File: config.mk
export PLATFORM = sky130hd
export DESIGN_NAME = apb_req_arbiter
export DESIGN_NICKNAME = d
export VERILOG_FILES = /design/src/rtl/apb_req_arbiter.sv
export SDC_FILE = /design/constraint.sdc
export NUM_CORES = 1
export LEC_CHECK = 0
export BUFFER_PORTS_ARGS = -buffer_cell sky130_fd_sc_hd__buf_2
export CAP_MARGIN = 20
export CELL_PAD_IN_SITES_DETAIL_PLACEMENT = 0
export CELL_PAD_IN_SITES_GLOBAL_PLACEMENT = 1
export CORE_MARGIN = 10
export CORE_UTILIZATION = 37
export DETAILED_ROUTE_END_ITERATION = 10
export MAX_ROUTING_LAYER = met4
export PLACE_DENSITY_LB_ADDON = 0.05
export SLEW_MARGIN = 20
export SYNTH_ARGS = -nofsm -noshare
export SYNTH_HDL_FRONTEND = slang
export SYNTH_SLANG_ARGS = --single-unit
File: constraint.sdc
create_clock -name PCLK -period 6.3 [get_ports PCLK]
set_input_delay 0.63 -clock PCLK [delete_from_list [all_inputs] [get_ports PCLK]]
set_output_delay 0.63 -clock PCLK [all_outputs]
set_load 0.03 [all_outputs]
File: src/rtl/apb_req_arbiter.sv
`default_nettype none
// ----------------------------------------------------------------------------
// apb_req_arbiter : round-robin command arbiter in front of one APB master
// Revision 1.0
// ----------------------------------------------------------------------------
module apb_req_arbiter #(
    parameter int NUM_REQ = 4,
    parameter int ADDR_W  = 5,
    parameter int DATA_W  = 32,
    parameter int TIMEOUT = 16
) (
    input  logic                        PCLK,
    input  logic                        PRESET,
    input  logic [NUM_REQ-1:0]          req,
    input  logic [NUM_REQ-1:0]          req_write,
    input  logic [NUM_REQ*ADDR_W-1:0]   req_addr,
    input  logic [NUM_REQ*DATA_W-1:0]   req_wdata,
    output logic [NUM_REQ-1:0]          gnt,
    output logic [NUM_REQ-1:0]          ack,
    output logic [DATA_W-1:0]           rdata,
    output logic                        err,
    output logic                        busy,
    output logic                        Transfer,
    output logic                        Wr_Rd,
    output logic [ADDR_W-1:0]           Address,
    output logic [DATA_W-1:0]           write_data,
    input  logic [DATA_W-1:0]           m_rdata,
    input  logic                        m_done,
    input  logic                        m_slverr
);

    localparam int PTR_W = $clog2(NUM_REQ);
    localparam int CNT_W = $clog2(TIMEOUT);

    localparam logic [1:0] S_IDLE = 2'd0;
    localparam logic [1:0] S_XFER = 2'd1;
    localparam logic [1:0] S_RESP = 2'd2;

    localparam logic [PTR_W-1:0]   PTR_RST  = PTR_W'(NUM_REQ - 1);
    localparam logic [CNT_W-1:0]   CNT_LAST = CNT_W'(TIMEOUT - 1);
    localparam logic [NUM_REQ-1:0] ONE_HOT0 = NUM_REQ'(1);

    logic [1:0]         state_q,    state_d;
    logic [CNT_W-1:0]   cnt_q,      cnt_d;
    logic [PTR_W-1:0]   last_ptr_q, last_ptr_d;
    logic [PTR_W-1:0]   owner_q,    owner_d;
    logic [NUM_REQ-1:0] gnt_q,      gnt_d;
    logic [NUM_REQ-1:0] ack_q,      ack_d;
    logic [DATA_W-1:0]  rdata_q,    rdata_d;
    logic               err_q,      err_d;
    logic               busy_q,     busy_d;
    logic               transfer_q, transfer_d;
    logic               wr_rd_q,    wr_rd_d;
    logic [ADDR_W-1:0]  address_q,  address_d;
    logic [DATA_W-1:0]  wdata_q,    wdata_d;

    logic [ADDR_W-1:0]  addr_arr  [NUM_REQ];
    logic [DATA_W-1:0]  wdata_arr [NUM_REQ];

    generate
        for (genvar g = 0; g < NUM_REQ; g++) begin : g_unpack
            assign addr_arr[g]  = req_addr[g*ADDR_W +: ADDR_W];
            assign wdata_arr[g] = req_wdata[g*DATA_W +: DATA_W];
        end
    endgenerate

    // Search starts just past the last owner so the previous winner ranks lowest.
    logic             win_valid;
    logic [PTR_W-1:0] win_idx;

    always_comb begin
        int unsigned      idx;
        logic [PTR_W-1:0] cand;
        win_valid = 1'b0;
        win_idx   = '0;
        idx       = 0;
        cand      = '0;
        for (int i = 1; i <= NUM_REQ; i++) begin
            idx  = (int'(last_ptr_q) + i) % NUM_REQ;
            cand = PTR_W'(idx);
            if (!win_valid && req[cand]) begin
                win_valid = 1'b1;
                win_idx   = cand;
            end
        end
    end

    always_comb begin
        state_d    = state_q;
        cnt_d      = cnt_q;
        last_ptr_d = last_ptr_q;
        owner_d    = owner_q;
        gnt_d      = gnt_q;
        ack_d      = '0;
        rdata_d    = rdata_q;
        err_d      = err_q;
        transfer_d = transfer_q;
        wr_rd_d    = wr_rd_q;
        address_d  = address_q;
        wdata_d    = wdata_q;
        case (state_q)
            S_IDLE: begin
                if (win_valid) begin
                    owner_d    = win_idx;
                    gnt_d      = ONE_HOT0 << win_idx;
                    transfer_d = 1'b1;
                    wr_rd_d    = req_write[win_idx];
                    address_d  = addr_arr[win_idx];
                    wdata_d    = wdata_arr[win_idx];
                    cnt_d      = '0;
                    state_d    = S_XFER;
                end
            end
            S_XFER: begin
                cnt_d = cnt_q + 1'b1;
                // A completion in the final cycle wins over the timeout abort.
                if (m_done) begin
                    if (!wr_rd_q) begin
                        rdata_d = m_rdata;
                    end
                    err_d      = m_slverr;
                    transfer_d = 1'b0;
                    ack_d      = gnt_q;
                    state_d    = S_RESP;
                end else if (cnt_q == CNT_LAST) begin
                    err_d      = 1'b1;
                    transfer_d = 1'b0;
                    ack_d      = gnt_q;
                    state_d    = S_RESP;
                end
            end
            S_RESP: begin
                last_ptr_d = owner_q;
                gnt_d      = '0;
                state_d    = S_IDLE;
            end
            default: begin
                gnt_d      = '0;
                transfer_d = 1'b0;
                state_d    = S_IDLE;
            end
        endcase
        busy_d = (state_d != S_IDLE);
    end

    always_ff @(posedge PCLK or posedge PRESET) begin
        if (PRESET) begin
            state_q    <= S_IDLE;
            cnt_q      <= '0;
            last_ptr_q <= PTR_RST;
            owner_q    <= '0;
            gnt_q      <= '0;
            ack_q      <= '0;
            rdata_q    <= '0;
            err_q      <= 1'b0;
            busy_q     <= 1'b0;
            transfer_q <= 1'b0;
            wr_rd_q    <= 1'b0;
            address_q  <= '0;
            wdata_q    <= '0;
        end else begin
            state_q    <= state_d;
            cnt_q      <= cnt_d;
            last_ptr_q <= last_ptr_d;
            owner_q    <= owner_d;
            gnt_q      <= gnt_d;
            ack_q      <= ack_d;
            rdata_q    <= rdata_d;
            err_q      <= err_d;
            busy_q     <= busy_d;
            transfer_q <= transfer_d;
            wr_rd_q    <= wr_rd_d;
            address_q  <= address_d;
            wdata_q    <= wdata_d;
        end
    end

    assign gnt        = gnt_q;
    assign ack        = ack_q;
    assign rdata      = rdata_q;
    assign err        = err_q;
    assign busy       = busy_q;
    assign Transfer   = transfer_q;
    assign Wr_Rd      = wr_rd_q;
    assign Address    = address_q;
    assign write_data = wdata_q;

endmodule
`default_nettype wire

# Yosys cells after proc, flatten, opt, wreduce, memory -nomap -nowiden
# Cells that the tools add are included.
# totals
register_bits	91
input_bits	192
out_inout_bits	81
elab_cells	91
# op_classes
add_sub_neg	5
n_lt_le_gt_ge	6
n_eq_ne	5
shifts	1
muxes	41
n_bitwise	4
n_reduce_logical	16
# ops
cell	n
binary-select mux 32 bit (select 2 bit)	1
two-way mux 32 bit	2
two-way mux 4 bit	5
one-hot mux 4 bit (2 select lines)	2
< comparator 2 x 3 -> 1 bit, second input constant	5
two-way mux 1 bit	14
two-way mux 2 bit	7
binary-select mux 1 bit (select 2 bit)	5
binary-select mux 5 bit (select 2 bit)	1
two-way mux 5 bit	2
AND reduction 2 bit	4
AND reduction 3 bit	2
nonzero test 2 bit	3
adder 2 x 1 -> 2 bit, second input constant	2
adder 2 bit, second input constant	2
adder 4 x 1 -> 4 bit, second input constant	1
== test 4 bit, second input constant	1
one-hot mux 2 bit (2 select lines)	1
left shift 1 x 2 -> 4 bit, first input constant	1
greater-or-equal comparator 3 bit, second input constant	1
logical AND 1 bit	3
logical NOT 1 bit	3
inequality test 3 bit, second input constant	1
inverter 1 bit	3
6 further kinds	6

# Logic depth before layout (Yosys ltp)
# logic_depth
word_depth	17
ltp_mapped	7

# Worst setup path before layout
# No wires, ideal clock.
# synth_timing
path_kind	input to register
startpoint	input port req[1]
endpoint	register wdata_q[10], in the netlist write_data[10]
arrival_time_ps	1686
setup_slack_ps	4480
cell_stages	7
n_path_buf	2
cell_sequence	nor2b_1 o21ai_2 buf_2 nand3_2 buf_2 a211oi_2 a211oi_2
# synth_between
elab_chain_len	16
# synth_lines
item	line_no	rtl
start, declared	14	input logic [NUM_REQ-1:0] req,
binary-select mux 1 bit (select 2 bit)	81	if (!win_valid && req[cand]) begin
two-way mux 1 bit (implied by the code)	81	
two-way mux 1 bit	81	
logical NOT 1 bit	81	
logical AND 1 bit	81	
two-way mux 1 bit	81	
logical NOT 1 bit	81	
logical AND 1 bit	81	
two-way mux 1 bit	81	
logical NOT 1 bit	81	
logical AND 1 bit	81	
two-way mux 2 bit	81	
inverter 2 -> 3 bit (implied by the code)	109	wdata_d = wdata_arr[win_idx];
binary-select mux 32 bit (select 2 bit)	109	
two-way mux 32 bit (implied by the code) (2 in series)	109	
end signal, assigned	174	wdata_q <= wdata_d;
end, declared	55	logic [DATA_W-1:0] wdata_q, wdata_d;
# Several ways; a longest one is shown, not always the timed one. The select of a mux whose other input is x is not followed.
# A chain may end at the register's enable or synchronous reset.

# Final worst setup path
# layout_timing
startpoint	register last_ptr_q[0]
endpoint	register wdata_q[27], in the netlist write_data[27]
# layout_between
elab_chain_len	17
# layout_lines
item	line_no	rtl
start, declared	45	logic [PTR_W-1:0] last_ptr_q, last_ptr_d;
start signal, assigned	164	last_ptr_q <= last_ptr_d;
adder 2 x 1 -> 2 bit	79	idx = (int'(last_ptr_q) + i) % NUM_REQ;
binary-select mux 1 bit (select 2 bit)	81	
two-way mux 1 bit (implied by the code)	81	
two-way mux 1 bit	81	
logical NOT 1 bit	81	
logical AND 1 bit	81	
two-way mux 1 bit	81	
logical NOT 1 bit	81	
logical AND 1 bit	81	
two-way mux 1 bit	81	
logical NOT 1 bit	81	
logical AND 1 bit	81	
two-way mux 2 bit	81	
inverter 2 -> 3 bit (implied by the code)	109	
binary-select mux 32 bit (select 2 bit)	109	
two-way mux 32 bit (implied by the code) (2 in series)	109	
# Several ways; a longest one is shown, not always the timed one. The select of a mux whose other input is x is not followed.

==> results.md <==
- Synth area leaders: dfrtp_1 43%, a211oi_2 18%, mux2i_1 7.4%
- Pwr Density: about 520 nW/um^2
- Post-synth top flop: dfrtp_1
- Post_cts resized: 0
- Synth cell types: just over 40
- Outcome: complete, no violations
- Pre-antenna DRT Iters: 4
- Top Family by Delay on Critical Path: simple AND/OR/NAND/NOR gates
- Final Max Slew Viols: 0
- Area grow syn2layout: 34.3%
- Clock Path Buffers: 2
- Max stage delay cell, worst path: and3_2
- Buffers added on ports: around 270
- Combinational fraction of design power: 54.1%
- Global-route wire length before repair: around 26000 microns
- Sequential fraction of the synthesis area: roughly 44%
- Clock power frac: roughly 18%
- #FFs+latches synth: 91
- Die area: 19000 sq um
- GR Overflow Total: 0
- Worst slew pin tran: about 0.9 ns
- Core ar.: 13400 sq um
- CTS tree: built
- Syn Inst Count: ~420
- Max_cap viols: 0
- Setup TNS: 0 ns
- Hold_buf cts: 0
- Ports: between 200 and 300
- Critical Path End Type: flip-flop
- Pleak: between 3 and 4 nW
- CTS H-tree lvls: 3
- Final setup margin: between 3 and 4 ns
- Sw frac: between 40 and 50%
- Via count: roughly 4300
- EDFF count, synth: 0
- CP max stage delay: 0.77 ns
- Synth warnings: 0
- Final Hold Vio Count: 0
- CP arrival: roughly 3.3 ns
- Antenna-violating nets left: 0
- Die height: roughly 140 microns
- Post-Route WL: around 17000 microns
- Layout Skew: just over 0.008 ns
- Worst Path Buf+Inv: 1
- RePlAce Congestion: 0.787
- Syn avg cell area: 12.3 sq um
- DR vias/cell: ~5
- DRC viols: 0
- Critical path class: reg -> reg
- Area share of the largest cell type after synthesis: 43.4%
- TritonCTS Buffers: 9
- Detailed Place HPWL: 13300 microns
- Routed len/inst: 20.4 microns
- Largest fanout on the critical path: 40
- Largest area contributor in the netlist: dfrtp_1
- Rows: between 40 and 50
- Max frequency: ~320 MHz
- Critical Path Source Type: flip-flop
- DRT iter0 DRCs: 190
- Largest net degree at the start of global routing: 54
- Switching pwr: 0.00167 W
- Synthesized net count: between 600 and 700
- Crit share post-route: about 50%
- Power Internal: between 0.0015 and 0.002 W
- CP required: ~6.5 ns
- Initial antenna violation count: 2
- Chip width: between 100 and 150 microns
- Sequential Power Share: 28.3%
- Layout cell share with drive strength beyond 1: 57.9%
- Pre-CTS setup slack: around 2.8 ns
- # setup viols final: 0
- Clock sink count: just over 90
- Setup bufs post-CTS: 0
- Clock latency on the worst-skew pair: 0.35 ns
- Max rail drop VDD: 221 uV
- # nets final: 861
- Number of global-route vias before repair: ~4600
- Rel. slew slack: between 40 and 50%
- Hold WC Path Type: in -> async
- Tot GR Track Use: between 10% and 20%
- CP cell instances: nor2b_4, o21ai_4, and3_2, buf_4, mux2i_1, a211oi_2
- RSZ-0062 raised after global routing: no
- Final Critical Period: a little over 3 ns
- Post-synth ARST share: 100%
- Root Driver: clkbuf_16
- Initial core utilization: a little under two fifths
- Synthesized cell area: around 5000 sq um
- CTS clk-pin slew, worst paths: around 0.070 ns
logic make-up (layout without fill, tap and decap cells):
| group | after synthesis | in the layout | share of synthesized area (%) |
|---|---|---|---|
| multiplexers | 72 | 72 | 14.9 |
| adder cells (fa/ha/maj) | 1 | 1 | 0.244 |
| other | 0 | 4 | 0 |
| XOR/XNOR | 1 | 1 | 0.171 |
| flip-flops | 91 | 91 | 44.4 |
| AO/OA/AOI/OAI | 94 | 94 | 20.8 |
| AND/OR/NAND/NOR | 116 | 116 | 13.9 |
| buffers and inverters | 41 | 298 | 5.63 |
cells in the final DEF, fill, tap and decap left out, types with 7 or more instances in the layout:
cell,Yosys,final
buf_2,12,272
nor2_1,45,45
and4_1,38,38
mux2i_1,38,38
dfrtp_1,89,89
a211oi_2,74,74
mux2_1,30,30
clkbuf_16,0,9
nand2_1,10,10
buf_4,6,7
Yosys cell counts (2+ instances only):
cell type,instances
a211oi_1,2
a211oi_2,74
a22o_1,2
and3_1,5
and4_1,38
buf_12,3
buf_2,12
buf_4,6
buf_6,5
clkbuf_1,11
dfrtp_1,89
dfstp_2,2
inv_1,3
mux2_1,30
mux2_2,4
mux2i_1,38
nand2_1,10
nand2b_1,2
nor2_1,45
nor2_2,2
nor2b_1,4
o21ai_0,6
o21ai_1,4
o21ai_2,2
layer usage:
| layer | global-route usage [%] | vias to the layer above | wire length [microns] |
|---|---|---|---|
| met1 | 22.2 | 2026 | 7550 |
| met3 | 4.15 | 12 | 1430 |
| met2 | 29.1 | 186 | 8260 |
| li1 | - | 2083 | - |
| met4 | 4.69 | 0 | 174 |
| met5 | - | - | 0 |
stage by stage:
stage                     util (%)  instances  power (W)  area [sq um]  hold WS, ns
after floorplan                  -        416    0.00251          5130        0.446
after global placement        48.7        833    0.00298          6530        0.461
after detailed placement      48.7        833    0.00302          6530        0.465
after CTS                     51.3        849    0.00367          6880        0.341
after global routing          51.4        851    0.00384          6890        0.354
final                         51.4        853    0.00360          6890        0.319
worst register-to-register path, cell delays in order (launching register included):
cell	delay, ns
dfstp_2	0.58
nor2b_4	0.06
o21ai_4	0.70
and3_2	0.77
buf_4	0.46
mux2i_1	0.29
a211oi_2	0.09
power by group through the flow:
| stage | Clock (W) | Sequential [W] | Combinational (W) |
|---|---|---|---|
| 2_1_floorplan | 0 | 0.00151 | 0.00100 |
| 3_3_place_gp | 0 | 0.00102 | 0.00196 |
| 3_5_place_dp | 0 | 0.00103 | 0.00199 |
| 4_1_cts | 0.000651 | 0.00102 | 0.00199 |
| 5_1_grt | 0.000676 | 0.00106 | 0.00210 |
| 6_report | 0.000635 | 0.00102 | 0.00195 |
layout make-up:
| cell class | count | area [sq um] |
|---|---|---|
| Sequential cell | 91 | 2280 |
| Clock inverter | 6 | 111 |
| Antenna cell | 4 | 10.0 |
| Fill cell | 1234 | 6510 |
| Timing Repair Buffer | 279 | 1410 |
| Multi-Input combinational cell | 284 | 2600 |
| Inverter | 3 | 13.8 |
| Clock buffer | 10 | 239 |
| Tap cell | 176 | 220 |
worst paths after layout:
check                      slack [ns]           from             end  cells after the start
max                              3.18  last_ptr_q[0]  write_data[27]                      6
min                              0.32         PRESET           Wr_Rd                      2
max reg2reg                      3.18  last_ptr_q[0]  write_data[27]                      6
min reg2reg                      0.48     owner_q[1]      owner_q[1]                      1
max in group asynchronous        4.89         PRESET  write_data[27]                      3
min in group PCLK                0.48     owner_q[1]      owner_q[1]                      1
state kept, by name, indices dropped and copies added (netlist names):
name,count
Transfer,1
busy,1
owner_q,2
write_data,32
cnt_q,4
rdata,32
err,1
gnt,4
Wr_Rd,1
ack,4
last_ptr_q,2
state_q,2
Address,5
No activity file was read; power rests on OpenSTA's default activity.
